**config.mk**
```make
export PLATFORM = sky130hd
export DESIGN_NAME = mem_access_unit_flat
export DESIGN_NICKNAME = d
export VERILOG_FILES = /design/src/rtl/mem_access_unit_pkg.sv /design/src/rtl/mem_access_unit_if.sv /design/src/rtl/mem_access_unit_lane_align.sv /design/src/rtl/mem_access_unit.sv /design/src/flat_wrapper.sv
export SDC_FILE = /design/constraint.sdc
export NUM_CORES = 1
export LEC_CHECK = 0
export CORE_ASPECT_RATIO = 0.6
export CORE_MARGIN = 2
export CORE_UTILIZATION = 35
export CTS_BUF_LIST = sky130_fd_sc_hd__clkbuf_8 sky130_fd_sc_hd__clkbuf_16
export DETAILED_ROUTE_END_ITERATION = 8
export PLACE_DENSITY = 0.76
export SLEW_MARGIN = 15
export SYNTH_ARGS = -nofsm -noshare
export SYNTH_HDL_FRONTEND = slang
export SYNTH_SLANG_ARGS = --single-unit
export TNS_END_PERCENT = 10
```
**constraint.sdc**
```tcl
create_clock -name clk -period 4.4 [get_ports clk]
set_clock_uncertainty 0.2 [all_clocks]
set_input_delay 0.44 -clock clk [delete_from_list [all_inputs] [get_ports clk]]
set_output_delay 0.44 -clock clk [all_outputs]
set_load 0.1 [all_outputs]
```
**src/rtl/mem_access_unit_pkg.sv**
```systemverilog
// Shared definitions for the data-memory access stage.
// Provides:
//   size codes   SZ_BYTE / SZ_HALF / SZ_WORD / SZ_RSVD
//   state_t      access-stage FSM encoding
//   DEF_TIMEOUT_CYCLES  default bus timeout
//   is_misaligned()     alignment/size legality check
package mem_access_unit_pkg;

    localparam int DEF_TIMEOUT_CYCLES = 16;

    localparam logic [1:0] SZ_BYTE = 2'b00;
    localparam logic [1:0] SZ_HALF = 2'b01;
    localparam logic [1:0] SZ_WORD = 2'b10;
    localparam logic [1:0] SZ_RSVD = 2'b11;

    typedef enum logic [1:0] {
        ST_IDLE = 2'd0,
        ST_WAIT = 2'd1,
        ST_RESP = 2'd2
    } state_t;

    // Reserved size is reported as an alignment error so it never reaches the bus.
    function automatic logic is_misaligned(input logic [1:0] size, input logic [1:0] addr_lo);
        logic bad;
        case (size)
            SZ_BYTE: bad = 1'b0;
            SZ_HALF: bad = addr_lo[0];
            SZ_WORD: bad = (addr_lo != 2'b00);
            default: bad = 1'b1;
        endcase
        return bad;
    endfunction

endpackage

```
**src/rtl/mem_access_unit_if.sv**
```systemverilog
// Word-aligned memory bus between the access stage (master) and memory (slave).
//   mem_req/mem_we/mem_addr/mem_be/mem_wdata : master -> slave
//   mem_rdata/mem_ack                        : slave -> master, valid in ack cycle
interface mem_access_unit_if;

    logic        mem_req;
    logic        mem_we;
    logic [31:0] mem_addr;
    logic [3:0]  mem_be;
    logic [31:0] mem_wdata;
    logic [31:0] mem_rdata;
    logic        mem_ack;

    modport master (
        output mem_req, mem_we, mem_addr, mem_be, mem_wdata,
        input  mem_rdata, mem_ack
    );

    modport slave (
        input  mem_req, mem_we, mem_addr, mem_be, mem_wdata,
        output mem_rdata, mem_ack
    );

endinterface

```
**src/rtl/mem_access_unit_lane_align.sv**
```systemverilog
// Combinational byte-lane steering for a 32-bit little-endian bus.
//   size, addr_lo  in  access size code and byte offset within the word
//   wdata          in  low-aligned store data
//   rdata_raw      in  word read from memory
//   be             out byte enables (bit i = bits [8i+7:8i])
//   wdata_rep      out store data replicated across lanes
//   rdata_shift    out read data shifted so the addressed byte/half is at bit 0
module mem_access_unit_lane_align
    import mem_access_unit_pkg::*;
(
    input  logic [1:0]  size,
    input  logic [1:0]  addr_lo,
    input  logic [31:0] wdata,
    input  logic [31:0] rdata_raw,
    output logic [3:0]  be,
    output logic [31:0] wdata_rep,
    output logic [31:0] rdata_shift
);

    // Upper bits fill with zeros from the shift; sign/zero extension is downstream.
    always_comb begin
        be          = 4'b0000;
        wdata_rep   = wdata;
        rdata_shift = rdata_raw;
        case (size)
            SZ_BYTE: begin
                be          = 4'b0001 << addr_lo;
                wdata_rep   = {4{wdata[7:0]}};
                rdata_shift = rdata_raw >> {addr_lo, 3'b000};
            end
            SZ_HALF: begin
                be          = 4'b0011 << addr_lo;
                wdata_rep   = {2{wdata[15:0]}};
                rdata_shift = rdata_raw >> {addr_lo[1], 4'b0000};
            end
            SZ_WORD: begin
                be = 4'b1111;
            end
            default: ;
        endcase
    end

endmodule

```
**src/rtl/mem_access_unit.sv**
```systemverilog
// Data-memory access stage: turns CPU load/store requests into word-aligned
// bus transactions, stalls the core until completion, returns lane-shifted data.
//   clk, rst_n         clock, async active-low reset
//   req/we/size/addr/wdata   CPU request (fields sampled at accept)
//   stall              req & ~done
//   done/err/rdata     one-cycle completion pulse, error flag, load data
//   mbus               memory bus (master side)
//
// state   | meaning
// --------+-----------------------------------------------------------
// ST_IDLE | no access in flight; accept on req
// ST_WAIT | mem_req asserted, waiting for mem_ack or timeout
// ST_RESP | done (and err) pulsed this cycle; back to IDLE next
module mem_access_unit
    import mem_access_unit_pkg::*;
#(
    parameter int TIMEOUT_CYCLES = DEF_TIMEOUT_CYCLES
) (
    input  logic        clk,
    input  logic        rst_n,
    input  logic        req,
    input  logic        we,
    input  logic [1:0]  size,
    input  logic [31:0] addr,
    input  logic [31:0] wdata,
    output logic        stall,
    output logic        done,
    output logic        err,
    output logic [31:0] rdata,
    mem_access_unit_if.master mbus
);

    localparam int CNT_W = (TIMEOUT_CYCLES > 1) ? $clog2(TIMEOUT_CYCLES) : 1;

    state_t            state, state_nxt;
    logic              accept, misal, ack_hit, tmo;
    logic              we_q;
    logic [1:0]        size_q, alo_q;
    logic [CNT_W-1:0]  cnt;
    logic              mem_req_q, mem_we_q;
    logic [31:0]       mem_addr_q, mem_wdata_q;
    logic [3:0]        mem_be_q;
    logic [1:0]        la_size, la_alo;
    logic [3:0]        la_be;
    logic [31:0]       la_wdata, la_rdata;

    // Live request fields steer the lanes at accept; latched ones at ack time.
    assign la_size = (state == ST_IDLE) ? size      : size_q;
    assign la_alo  = (state == ST_IDLE) ? addr[1:0] : alo_q;

    mem_access_unit_lane_align u_lane_align (
        .size        (la_size),
        .addr_lo     (la_alo),
        .wdata       (wdata),
        .rdata_raw   (mbus.mem_rdata),
        .be          (la_be),
        .wdata_rep   (la_wdata),
        .rdata_shift (la_rdata)
    );

    always_ff @(posedge clk or negedge rst_n) begin
        if (!rst_n) state <= ST_IDLE;
        else        state <= state_nxt;
    end

    // Ack is tested before the timeout so an ack in the last cycle wins.
    always_comb begin
        state_nxt = state;
        accept    = 1'b0;
        ack_hit   = 1'b0;
        tmo       = 1'b0;
        misal     = is_misaligned(size, addr[1:0]);
        case (state)
            ST_IDLE: begin
                if (req) begin
                    accept    = 1'b1;
                    state_nxt = misal ? ST_RESP : ST_WAIT;
                end
            end
            ST_WAIT: begin
                if (mbus.mem_ack) begin
                    ack_hit   = 1'b1;
                    state_nxt = ST_RESP;
                end else if (cnt == CNT_W'(TIMEOUT_CYCLES - 1)) begin
                    tmo       = 1'b1;
                    state_nxt = ST_RESP;
                end
            end
            ST_RESP: state_nxt = ST_IDLE;
            default: state_nxt = ST_IDLE;
        endcase
    end

    always_ff @(posedge clk or negedge rst_n) begin
        if (!rst_n) begin
            done        <= 1'b0;
            err         <= 1'b0;
            rdata       <= '0;
            we_q        <= 1'b0;
            size_q      <= SZ_BYTE;
            alo_q       <= 2'b00;
            cnt         <= '0;
            mem_req_q   <= 1'b0;
            mem_we_q    <= 1'b0;
            mem_addr_q  <= '0;
            mem_be_q    <= '0;
            mem_wdata_q <= '0;
        end else begin
            done <= (accept & misal) | ack_hit | tmo;
            err  <= (accept & misal) | tmo;
            if (accept) begin
                we_q   <= we;
                size_q <= size;
                alo_q  <= addr[1:0];
                cnt    <= '0;
                if (!misal) begin
                    mem_req_q   <= 1'b1;
                    mem_we_q    <= we;
                    mem_addr_q  <= {addr[31:2], 2'b00};
                    mem_be_q    <= la_be;
                    mem_wdata_q <= la_wdata;
                end
            end
            if (state == ST_WAIT && !ack_hit && !tmo) begin
                cnt <= cnt + 1'b1;
            end
            if (ack_hit || tmo) begin
                mem_req_q <= 1'b0;
                mem_we_q  <= 1'b0;
            end
            if (ack_hit && !we_q) begin
                rdata <= la_rdata;
            end
        end
    end

    assign stall          = req & ~done;
    assign mbus.mem_req   = mem_req_q;
    assign mbus.mem_we    = mem_we_q;
    assign mbus.mem_addr  = mem_addr_q;
    assign mbus.mem_be    = mem_be_q;
    assign mbus.mem_wdata = mem_wdata_q;

endmodule

```
**src/flat_wrapper.sv**
```systemverilog
// flat-port wrapper written by rule: the top's interface ports become plain ports
module mem_access_unit_flat import mem_access_unit_pkg::*;
#(
    parameter int TIMEOUT_CYCLES = DEF_TIMEOUT_CYCLES
)
  (clk, rst_n, req, we, size, addr, wdata, stall, done, err, rdata, mbus_mem_req, mbus_mem_we, mbus_mem_addr, mbus_mem_be, mbus_mem_wdata, mbus_mem_rdata, mbus_mem_ack);
  mem_access_unit_if mbus_i ();
  input  logic clk;
  input  logic rst_n;
  input  logic req;
  input  logic we;
  input  logic [1:0] size;
  input  logic [31:0] addr;
  input  logic [31:0] wdata;
  output logic stall;
  output logic done;
  output logic err;
  output logic [31:0] rdata;
  output wire logic [$bits(mbus_i.mem_req)-1:0] mbus_mem_req;
  output wire logic [$bits(mbus_i.mem_we)-1:0] mbus_mem_we;
  output wire logic [$bits(mbus_i.mem_addr)-1:0] mbus_mem_addr;
  output wire logic [$bits(mbus_i.mem_be)-1:0] mbus_mem_be;
  output wire logic [$bits(mbus_i.mem_wdata)-1:0] mbus_mem_wdata;
  input wire logic [$bits(mbus_i.mem_rdata)-1:0] mbus_mem_rdata;
  input wire logic [$bits(mbus_i.mem_ack)-1:0] mbus_mem_ack;
  assign mbus_mem_req = mbus_i.mem_req;
  assign mbus_mem_we = mbus_i.mem_we;
  assign mbus_mem_addr = mbus_i.mem_addr;
  assign mbus_mem_be = mbus_i.mem_be;
  assign mbus_mem_wdata = mbus_i.mem_wdata;
  assign mbus_i.mem_rdata = mbus_mem_rdata;
  assign mbus_i.mem_ack = mbus_mem_ack;
  mem_access_unit #(.TIMEOUT_CYCLES(TIMEOUT_CYCLES)) u_core (.clk(clk), .rst_n(rst_n), .req(req), .we(we), .size(size), .addr(addr), .wdata(wdata), .stall(stall), .done(done), .err(err), .rdata(rdata), .mbus(mbus_i));
endmodule
```
==> qor.csv <==
stage;metric;value;unit
worst_setup_path;regToRegStartpoint;u_core.state[0];
sta;clock.fmax;338;MHz
run;number_of_maximum_capacitance_violations;0;
synth;yosys.area_share.adder;0.00224;
clocking;clock_insertion_delay_at_the_later_pin_of_the_skew_report;410;ps
floorplanning;floorplan.die.height;102;um
clocking;postCtsResizedCells;0;
global_routing;number_of_global_route_vias_before_repair;5002;
synth;synth_compound_gate_area_share;0.207;
synth;synth-edff-count;0;
sta;worst_pin_slew;1100;ps
synth;share_of_the_synthesized_netlist_area_taken_by_xor_and_xnor_gates;0;
synth;ys_seq_elements;113;
min_path;hold_class;input port to asynchronous set/reset pin;
sta;slew-limit-headroom;0.266;
detailed_routing;route.detailed.wl_per_inst;20.3;um
synth;top_cell_type_s_share_of_synthesized_area;0.507;
detailed_routing;drt_iter0_drc;520;
detailed_routing;ant_nets;0;
floorplanning;fp.dieW;167;um
worst_setup_path;ff2ff_path_depth;4;
layout;insertedDiodeCount;0;
placed_design;place.gp.congestion;0.912;
worst_setup_path;worstPathRequired;4480;ps
detailed_routing;drc;0;
synth;synthesis.area;5580;um2
layout;area_growth;48.1;%
clocking;cts_setup_buffers;0;
layout;final_layout_size_suffix_gt1_frac;0.149;
worst_setup_path;critical_path_class;flip-flop to flip-flop;
synth;synth_common_cells;sky130_fd_sc_hd__dfrtp_1, sky130_fd_sc_hd__nand2_1, sky130_fd_sc_hd__mux2_2;
floorplanning;initial_utilization;0.361;
synth;post-synth-top-count-cell;sky130_fd_sc_hd__dfrtp_1;
floorplanning;placement_rows;35;
sta;timing.final.crit_period;2960;ps
synth;synth.area.mux_share;0.123;
sta;final.period_utilization;0.673;
global_routing;gr-total-overflow;0;
clocking;cts.sinks;113;
synth;synth-simple-area-share;0.101;
sta;setup_tns;0;ps
detailed_routing;num_vias;4952;
clocking;cts_tree;built;
sta;finalHoldViolCount;0;
floorplanning;placeableCoreArea;15500;um2
floorplanning;die_area;17000;um2
global_routing;gr-usage-all-layers;0.210;
worst_setup_path;cp_max_fo;20;
clocking;h-tree-depth;4;
clocking;clock_path_buffers;2;
worst_setup_path;critical_path.reg2reg.endpoint;u_core.rdata[23];
worst_setup_path;start_kind;flip-flop;
clocking;cts.clk_slew.worst_paths;60;ps
sta;setup_violations;0;
clocking;cts_hold_buf;1;
synth;synth.largest_area_cell;sky130_fd_sc_hd__dfrtp_1;
worst_setup_path;end_kind;flip-flop;
clocking;clock-root-buffer;sky130_fd_sc_hd__clkbuf_16;
synth;dominant_combinational_cell_family_by_area_after_synthesis;compound AO/OA/AOI/OAI gates;
placed_design;portBuffers;205;
synth;synth-warning-count;0;
synth;ys.flop_type;sky130_fd_sc_hd__dfrtp_1;
synth;mapped_cells;484;
placed_design;post-dp-hpwl;13300;um
clocking;cts_buffers;17;
detailed_routing;drt_first_pass_iters;6;
layout;finalNetCount;776;
synth;synth_top_cells_by_area;sky130_fd_sc_hd__dfrtp_1, sky130_fd_sc_hd__mux2_2, sky130_fd_sc_hd__mux2i_1, sky130_fd_sc_hd__nand2_1, sky130_fd_sc_hd__o21ai_0;
global_routing;grt_first_pass_wirelength;27600;um
synth;synth_sequential_area_ratio;0.507;
synth;synth_cell_types;66;
detailed_routing;detail_route.vias_per_cell;5.58;
synth;synthArstFlopShare;1.00;
global_routing;grt_antenna_before_repair;0;
worst_setup_path;timing.critical_path.arrival;3040;ps
run_status;run_status;finished clean;
global_routing;grt_start_max_net_pins;98;
sta;timing_max_transition_violations_final;0;
detailed_routing;postRouteWirelength;18100;um
floorplanning;design.portCount;208;
worst_setup_path;rrSetupSlack;1440;ps
synth;syn_avg_cell_area;11.5;um2
sta;rsz0062_at_grt;false;
-- per-stage QoR --
stage	hold WS [ps]	cell area (um2)	worst slack [ps]	std cells	utilization
global route	274	8260	1200	888	0.534
floorplan	-55.6	5580	1550	485	-
finish	261	8260	1440	888	0.534
global placement	155	7630	1480	855	0.494
CTS	266	8260	1460	888	0.534
detailed placement	163	7630	1380	855	0.494
-- sequential cells by signal, summed over array words and instances, names as in the netlist --
name / flops
u_core.rdata: 32
u_core.mbus.mem_be: 4
u_core.mbus.mem_we: 1
u_core.mbus.mem_addr: 30
u_core.alo_q: 2
u_core.done: 1
u_core.cnt: 4
u_core.mbus.mem_wdata: 32
u_core.err: 1
u_core.we_q: 1
u_core.mbus.mem_req: 1
u_core.size_q: 2
u_core.state: 2
-- worst max-delay path by stage --
stage | from | end | slack (ps) | depth (start not counted)
after floorplan | u_core.done | stall | 1550 | 1
after global routing | u_core.state[1] | u_core.rdata[23] | 1200 | 4
after global placement | size[1] | u_core.rdata[16] | 1480 | 5
after CTS | u_core.state[0] | u_core.rdata[18] | 1460 | 4
after detailed placement | size[1] | u_core.rdata[18] | 1380 | 5
final | u_core.state[0] | u_core.rdata[23] | 1440 | 4
-- cells by family after synthesis --
family / after synthesis
compound gates: 144
fa+ha+maj: 1
buf+inv: 52
flops: 113
mux: 62
other cells: 1
simple gates: 111
-- per-layer routing --
layer	vias up	track usage	part of all wire
li1	2214	-	-
met1	2472	0.282	0.43
met2	241	0.317	0.46
met3	25	0.0836	0.10
met4	0	0.0570	0.014
met5	-	0	0
-- layout by cell type, fill, tap and decap left out, types with 3 or more instances in the layout --
cell type,n
sky130_fd_sc_hd__inv_1,11
sky130_fd_sc_hd__clkinvlp_4,6
sky130_fd_sc_hd__dfrtp_1,113
sky130_fd_sc_hd__o2111ai_1,9
sky130_fd_sc_hd__a21o_1,7
sky130_fd_sc_hd__a31oi_1,9
sky130_fd_sc_hd__a22o_1,8
sky130_fd_sc_hd__o311a_1,7
sky130_fd_sc_hd__a221oi_1,8
sky130_fd_sc_hd__mux2_2,42
sky130_fd_sc_hd__o221ai_1,8
sky130_fd_sc_hd__nor2_1,26
sky130_fd_sc_hd__nand2_1,44
sky130_fd_sc_hd__buf_4,5
sky130_fd_sc_hd__nor4_1,6
sky130_fd_sc_hd__o21ai_1,12
sky130_fd_sc_hd__a222oi_1,8
sky130_fd_sc_hd__clkdlybuf4s50_1,204
sky130_fd_sc_hd__clkbuf_16,17
sky130_fd_sc_hd__nor2b_1,4
sky130_fd_sc_hd__o21ai_0,23
sky130_fd_sc_hd__nand2b_1,5
sky130_fd_sc_hd__a21oi_1,3
sky130_fd_sc_hd__bufinv_16,4
sky130_fd_sc_hd__o32ai_1,8
sky130_fd_sc_hd__mux2i_1,17
sky130_fd_sc_hd__nand3_1,3
sky130_fd_sc_hd__a221o_1,6
sky130_fd_sc_hd__a211oi_1,9
sky130_fd_sc_hd__clkinv_2,3
-- final cells by class --
| cell class | instances | area [um2] |
|---|---|---|
| Fill cell | 1284 | 7200 |
| Clock buffer | 17 | 425 |
| Timing Repair Buffer | 210 | 2090 |
| Sequential cell | 113 | 2830 |
| Inverter | 10 | 37.5 |
| Tap cell | 203 | 254 |
| Clock inverter | 15 | 193 |
| Multi-Input combinational cell | 320 | 2430 |
-- critical path: stages, from the launching register on --
cell	delay (ps)
sky130_fd_sc_hd__dfrtp_1	690
sky130_fd_sc_hd__nor2_2	200
sky130_fd_sc_hd__o31ai_4	910
sky130_fd_sc_hd__a21oi_2	430
sky130_fd_sc_hd__a221o_1	400
Power is left out: the tool's default activity adds up to more than one toggle a clock period on the data nets, which glitch-free logic cannot reach.
